<file path="src/rtl/serial_adder_ctrl.sv">
// Bit-serial add controller time-sharing one external 1-bit full adder, LSB first.
// Build option SERIAL_ADD_SUB_EN adds a sub port selecting a - b.
//
// state | meaning
// IDLE  | waiting for start; adder inputs held at 0
// RUN   | one operand bit per clock through the external adder
// DONE  | one-cycle done pulse, result valid
module serial_adder_ctrl #(
    parameter int WIDTH = 8
) (
    input  logic             clk,
    input  logic             rst_n,
    input  logic             start,
    input  logic [WIDTH-1:0] a,
    input  logic [WIDTH-1:0] b,
    input  logic             cin,
`ifdef SERIAL_ADD_SUB_EN
    input  logic             sub,
`endif
    output logic             add_a,
    output logic             add_b,
    output logic             add_cin,
    input  logic             add_s,
    input  logic             add_cout,
    output logic             busy,
    output logic             done,
    output logic [WIDTH-1:0] sum,
    output logic             cout
);

    localparam int CW = (WIDTH > 1) ? $clog2(WIDTH) : 1;

    typedef enum logic [1:0] {
        IDLE = 2'd0,
        RUN  = 2'd1,
        DONE = 2'd2
    } state_t;

    state_t           state_q;
    state_t           state_d;
    logic [WIDTH-1:0] a_sh;
    logic [WIDTH-1:0] b_sh;
    logic             carry;
    logic [CW-1:0]    count;
    logic             accept;
    logic             last;
    logic [WIDTH-1:0] b_load;
    logic             cin_load;

`ifdef SERIAL_ADD_SUB_EN
    // Subtraction as a + ~b + 1, so cout=1 signals no borrow.
    assign b_load   = sub ? ~b : b;
    assign cin_load = sub ? 1'b1 : cin;
`else
    assign b_load   = b;
    assign cin_load = cin;
`endif

    always_ff @(posedge clk) begin
        if (!rst_n) begin
            state_q <= IDLE;
        end else begin
            state_q <= state_d;
        end
    end

    always_comb begin
        state_d = state_q;
        accept  = 1'b0;
        last    = 1'b0;
        busy    = 1'b0;
        done    = 1'b0;
        add_a   = 1'b0;
        add_b   = 1'b0;
        add_cin = 1'b0;
        case (state_q)
            IDLE: begin
                if (start) begin
                    accept  = 1'b1;
                    state_d = RUN;
                end
            end
            RUN: begin
                busy    = 1'b1;
                add_a   = a_sh[0];
                add_b   = b_sh[0];
                add_cin = carry;
                last    = (count == CW'(WIDTH - 1));
                if (last) begin
                    state_d = DONE;
                end
            end
            DONE: begin
                busy    = 1'b1;
                done    = 1'b1;
                state_d = IDLE;
            end
            default: begin
                state_d = IDLE;
            end
        endcase
    end

    always_ff @(posedge clk) begin
        if (!rst_n) begin
            a_sh  <= '0;
            b_sh  <= '0;
            carry <= 1'b0;
            count <= '0;
            sum   <= '0;
            cout  <= 1'b0;
        end else if (accept) begin
            a_sh  <= a;
            b_sh  <= b_load;
            carry <= cin_load;
            count <= '0;
            sum   <= '0;
            cout  <= 1'b0;
        end else if (state_q == RUN) begin
            // Sum fills from the top so after WIDTH shifts bit 0 lands at sum[0].
            sum   <= {add_s, sum[WIDTH-1:1]};
            carry <= add_cout;
            a_sh  <= a_sh >> 1;
            b_sh  <= b_sh >> 1;
            count <= count + CW'(1);
            if (last) begin
                cout <= add_cout;
            end
        end
    end

endmodule

</file>
<file path="config.mk">
export PLATFORM = sky130hd
export DESIGN_NAME = serial_adder_ctrl
export DESIGN_NICKNAME = d
export VERILOG_FILES = /design/src/rtl/serial_adder_ctrl.sv
export SDC_FILE = /design/constraint.sdc
export NUM_CORES = 1
export LEC_CHECK = 0
export CORE_MARGIN = 2
export CORE_UTILIZATION = 51
export CTS_BUF_LIST = sky130_fd_sc_hd__clkbuf_16
export CTS_CLUSTER_DIAMETER = 150
export DETAILED_ROUTE_END_ITERATION = 6
export PLACE_DENSITY = 0.83
export SLEW_MARGIN = 20
export SYNTH_ARGS = -nofsm -noshare
export SYNTH_HDL_FRONTEND = slang
export SYNTH_SLANG_ARGS = --single-unit
</file>
<file path="constraint.sdc">
create_clock -name clk -period 2.9 [get_ports clk]
set_input_delay 0.435 -clock clk [delete_from_list [all_inputs] [get_ports clk]]
set_output_delay 0.435 -clock clk [all_outputs]
set_load 0.02 [all_outputs]
</file>
# Word-level counts from Yosys, hierarchy flattened
# Cells that the tools add are included.
[totals] reg_bits=31 out_inout_bits=14 word_cells=37
[op_classes] add_sub_neg=1 n_eq_ne=5 muxes=17 bitwise_logic=1 n_reduce_logical=6
[ops] cell="$mux 8" n=4
[ops] cell="$mux 1" n=10
[ops] cell="$mux 2" n=2
[ops] cell="$ne 2x2->1 const B" n=2
[ops] cell="$pmux 2 s2" n=1
[ops] cell="$reduce_and 2->1" n=2
[ops] cell="$reduce_or 2->1" n=2
[ops] cell="$add 3x1->3 const B" n=1
[ops] cell="$eq 3x3->1 const B" n=1
[ops] cell="$eq 2x1->1 const B" n=1
[ops] cell="$eq 2x2->1 const B" n=1
[ops] cell="$logic_not 2->1" n=1
[ops] cell="$reduce_bool 2->1" n=1
[ops] cell="$not 1->1" n=1

# Logic depth before layout (Yosys ltp)
[depth] ltp_word=3 ltp_mapped=7

# Least setup slack after synthesis
# OpenSTA, ideal clock, no wires.
[synth_timing] path_kind="flip-flop to output port" from="reg state_q[1]" to="out add_a" t_arrival_ps=1069 path_slack_ps=1396 stages_incl_launch_ff=6 path_buffers=2 cell_sequence="dfxtp_1 > inv_1 > ha_1 > buf_6 > clkbuf_8 > and2_1"
[synth_between] elab_chain_cells=2
[synth_rtl] item="start: declaration" line="39" rtl="state_t state_q;"
[synth_rtl] item="start signal: assignment" line="63" rtl="state_q <= state_d;"
[synth_rtl] item="$eq 2x1->1" line="76" rtl="case (state_q)"
[synth_rtl] item="$mux 1" line="76"
[synth_rtl] item="end: declaration" line="20" rtl="output logic add_a,"
# No other way between the ends.

# Worst setup path in the final report
[layout_timing] from="reg state_q[1]" to="out add_b"
[layout_between] elab_chain_cells=2
[layout_rtl] item="$eq 2x1->1" line="76"
[layout_rtl] item="$mux 1" line="76"
[layout_rtl] item="end: declaration" line="21" rtl="output logic add_b,"
# No other way between the ends.

==> run_results.csv <==
group,metric,value,unit
die,die_h,56.4,um
sta,post-route-worst-setup-slack,663,ps
die,initial_core_util,0.550,
drt,num_vias,1089,
final_layout,multiInputGateArea,666,um^2
worst_setup_path,worstSetupEndpointType,"output pin",
worst_setup_path,cp_num_buf_inv,2,
worst_setup_path,worst-endpoint-arrival,1800,ps
worst_setup_path,worstPathMaxFanout,7,
power,p_leak,0.691,nW
cts,cts-buffers-inserted,5,
worst_setup_path,rrSetupSlack,1090,ps
die,die_area,0.00318,mm^2
drt,drcViolationCount,0,
drt,first_pass_iters,4,
drt,wl_per_cell,14.3,um
sta,timing.final.hold_violations,0,
placement,place_worst_setup_slack,897,ps
worst_setup_path,worst-r2r-cell-count,5,
cts,ctsLongestPathBuffers,2,
worst_setup_path,setup.worst_path.start_class,"flop",
worst_setup_path,sequence_of_cells_on_the_critical_path,"inv_1, ha_2, and2_1, clkdlybuf4s50_1",
die,die_width,56.4,um
logic_synthesis,synthesis.yosys.warnings,0,
logic_synthesis,synth_cell_type_count,25,
worst_setup_path,critical_path.reg2reg.endpoint,"cout",
min_path,holdPathStages,2,
final_layout,antenna_cells,0,
power,ir_drop,489,uV
sta,max_freq,447,MHz
sta,final.period_utilization,0.771,
global_route,number_of_global_route_vias_before_repair,1168,
sta,drv_slew,0,
final_layout,layout.cell_area.non_filler,0.00183,mm^2
worst_setup_path,slowest_cell_on_the_critical_path,"sky130_fd_sc_hd__clkdlybuf4s50_1",
logic_synthesis,mappedNetlistNets,168,
status,status,"finished, final reports clean",
logic_synthesis,synthFlopType,"sky130_fd_sc_hd__dfxtp_1",
sta,timing.clock.skew,5.12,ps
final_layout,syn_to_final_growth,30.7,%
logic_synthesis,yosysSeqAreaShare,0.443,
cts,cts.root.buffer_cell,"sky130_fd_sc_hd__clkbuf_16",
drt,drt_iter0_markers,25,
cts,cts_repair_resize_count,0,
power,power-per-cell-area,720,mW/mm^2
global_route,first_pass_grt_wire_length,5080,um
cts,clock_tree_from_tritoncts,"done",
die,num_io_pins,36,
final_layout,fin_cells,204,
logic_synthesis,synthesis.area_per_instance,10.0,um^2
sta,fin_tns_setup,0,ps
global_route,congestion_overflow_gr,0,
sta,setup_repair_after_global_routing_missed_its_margin,"no",
sta,transition_at_the_pin_with_the_smallest_max_transition_slack,511,ps
global_route,grt_start_max_net_pins,34,
final_layout,ff_latch_area,621,um^2
placement,detailedPlacementHpwl,1890,um
logic_synthesis,synth-seq-cells,31,
drt,number_of_routed_nets_with_antenna_violations,0,
final_layout,filler_cell_count_in_the_final_layout,186,
placement,place_inst,197,
final_layout,num-nets-final,202,
sta,finalWorstPathRequiredPeriod,2240,ps
min_path,worstHoldPathType,"reg -> reg",
worst_setup_path,cp_top_family,"buffers and inverters",
min_path,whs_endpoint,"b_sh[7]",
logic_synthesis,synthesis.instances,140,
placement,place_area,0.00170,mm^2
flow_run,max_cap_violations,0,
cts,ctsHoldBuffers,0,
logic_synthesis,mappedNetlistArea,0.00140,mm^2
logic_synthesis,yosys.area.top_type,"sky130_fd_sc_hd__dfxtp_1",
die,rows,18,
logic_synthesis,asyncSetResetFlopFracSynth,0,
cts,ctsHtreeMaxLevel,2,
cts,cts.clk_slew.worst_paths,50,ps
worst_setup_path,worstSetupPathType,"reg -> out",
worst_setup_path,critical-path-max-stage-delay,600,ps
worst_setup_path,worstPathRequired,2470,ps
cts,clk_latency,270,ps
cts,cts.repair_timing.setup_buffer_count,0,
final_layout,post-route-util,0.719,
logic_synthesis,synth_enable_flop_cells,0,
drt,route.final.wire_length,2920,um
global_route,grtUsageTotal,0.204,
logic_synthesis,synth_top_cells_by_area,"sky130_fd_sc_hd__dfxtp_1, sky130_fd_sc_hd__mux2i_1, sky130_fd_sc_hd__a21oi_1",
placement,port_buffers,35,
global_route,antenna_found_initial,0,
logic_synthesis,synth_top_cell_area_share,0.443,
final_layout,drive_gt1_frac,0.0575,
cts,tritoncts_num_sinks,31,
drt,drt-vias-per-instance,5.34,
die,floorplan.core_area,0.00254,mm^2
sta,max-slew-margin-rel,0.658,
placement,gpl.final_weighted_congestion,0.678,
sta,setup_violations,0,
min_path,min_from,"b_sh[7]",
worst_setup_path,rr_startpoint,"state_q[0]",
area by class of cell:
class | count | area share
sequential | 31 | 0.339
clock buffer | 5 | 0.0684
multi-input combinational | 97 | 0.364
clock inverter | 2 | 0.00478
timing repair buffer | 37 | 0.200
tap | 30 | 0.0205
inverter | 2 | 0.00410
worst max-delay path by stage:
stage / from / end / slack [ps] / cells after the start
2_1_floorplan: state_q[1] / add_a / 1400 / 5
3_3_place_gp: start / cout / 980 / 4
3_5_place_dp: start / cout / 900 / 4
4_1_cts: state_q[1] / add_b / 680 / 4
5_1_grt: state_q[1] / add_b / 600 / 4
6_report: state_q[1] / add_b / 660 / 4
state kept, by name, summed over array words and instances, names as in the netlist:
name     flops
state_q      2
a_sh         8
cout         1
carry        1
sum          8
b_sh         8
count        3
stage by stage:
step	hold slack [ps]	power (mW)
after CTS	493	1.32
after detailed placement	485	0.848
after global placement	457	0.832
final	495	1.32
after global routing	526	1.38
after floorplan	462	0.814
cells in the final DEF, fill, tap and decap left out, types with 2 or more instances in the layout:
cell type / instances
sky130_fd_sc_hd__nand2b_1: 2
sky130_fd_sc_hd__o21ai_1: 4
sky130_fd_sc_hd__a21oi_1: 18
sky130_fd_sc_hd__clkbuf_16: 5
sky130_fd_sc_hd__inv_1: 2
sky130_fd_sc_hd__dfxtp_1: 31
sky130_fd_sc_hd__mux2i_1: 25
sky130_fd_sc_hd__clkdlybuf4s50_1: 35
sky130_fd_sc_hd__nor2_1: 12
sky130_fd_sc_hd__a21boi_0: 2
sky130_fd_sc_hd__nand2_1: 4
sky130_fd_sc_hd__ha_1: 5
sky130_fd_sc_hd__o21ai_0: 12
sky130_fd_sc_hd__nand3b_1: 2
sky130_fd_sc_hd__nand3_1: 3
sky130_fd_sc_hd__buf_4: 2
sky130_fd_sc_hd__and2_1: 3
tightest hold or removal path, cell delays in order (launching register included):
cell and delay, ps:
sky130_fd_sc_hd__dfxtp_1 300, sky130_fd_sc_hd__nand3b_1 70, sky130_fd_sc_hd__a21boi_0 70
where the power goes:
part	internal (mW)	switching [mW]	total (mW)
Clock	0.307	0.167	0.474
Sequential	0.478	0.0296	0.508
Combinational	0.159	0.178	0.336
Yosys cell counts, drive strengths merged (3+ instances only):
cell type,instances
dfxtp,31
nand2,5
mux2i,25
nor2,12
buf,7
clkbuf,3
a21oi,18
and2,3
ha,6
nand3,3
o21ai,16
metal layers:
metal | up-vias | part of all wire | track usage
met5 | - | 0 | 0
met4 | 0 | 0.0048 | 0.0918
met3 | 2 | 0.048 | 0.0714
met2 | 32 | 0.49 | 0.350
met1 | 501 | 0.45 | 0.227
li1 | 554 | - | -
kinds of logic (layout without fill, tap and decap cells):
logic type / after synthesis / after routing / synth area share
xor gates and xnor gates: 1 / 1 / 0.00626
adders and majority gates: 6 / 6 / 0.0536
buffers and inverters: 12 / 46 / 0.0831
AOI/OAI and AO/OA: 37 / 37 / 0.139
DFF: 31 / 31 / 0.443
muxes: 25 / 25 / 0.179
and+or+nand+nor: 28 / 28 / 0.0956
(Power assumes the default switching activity.)
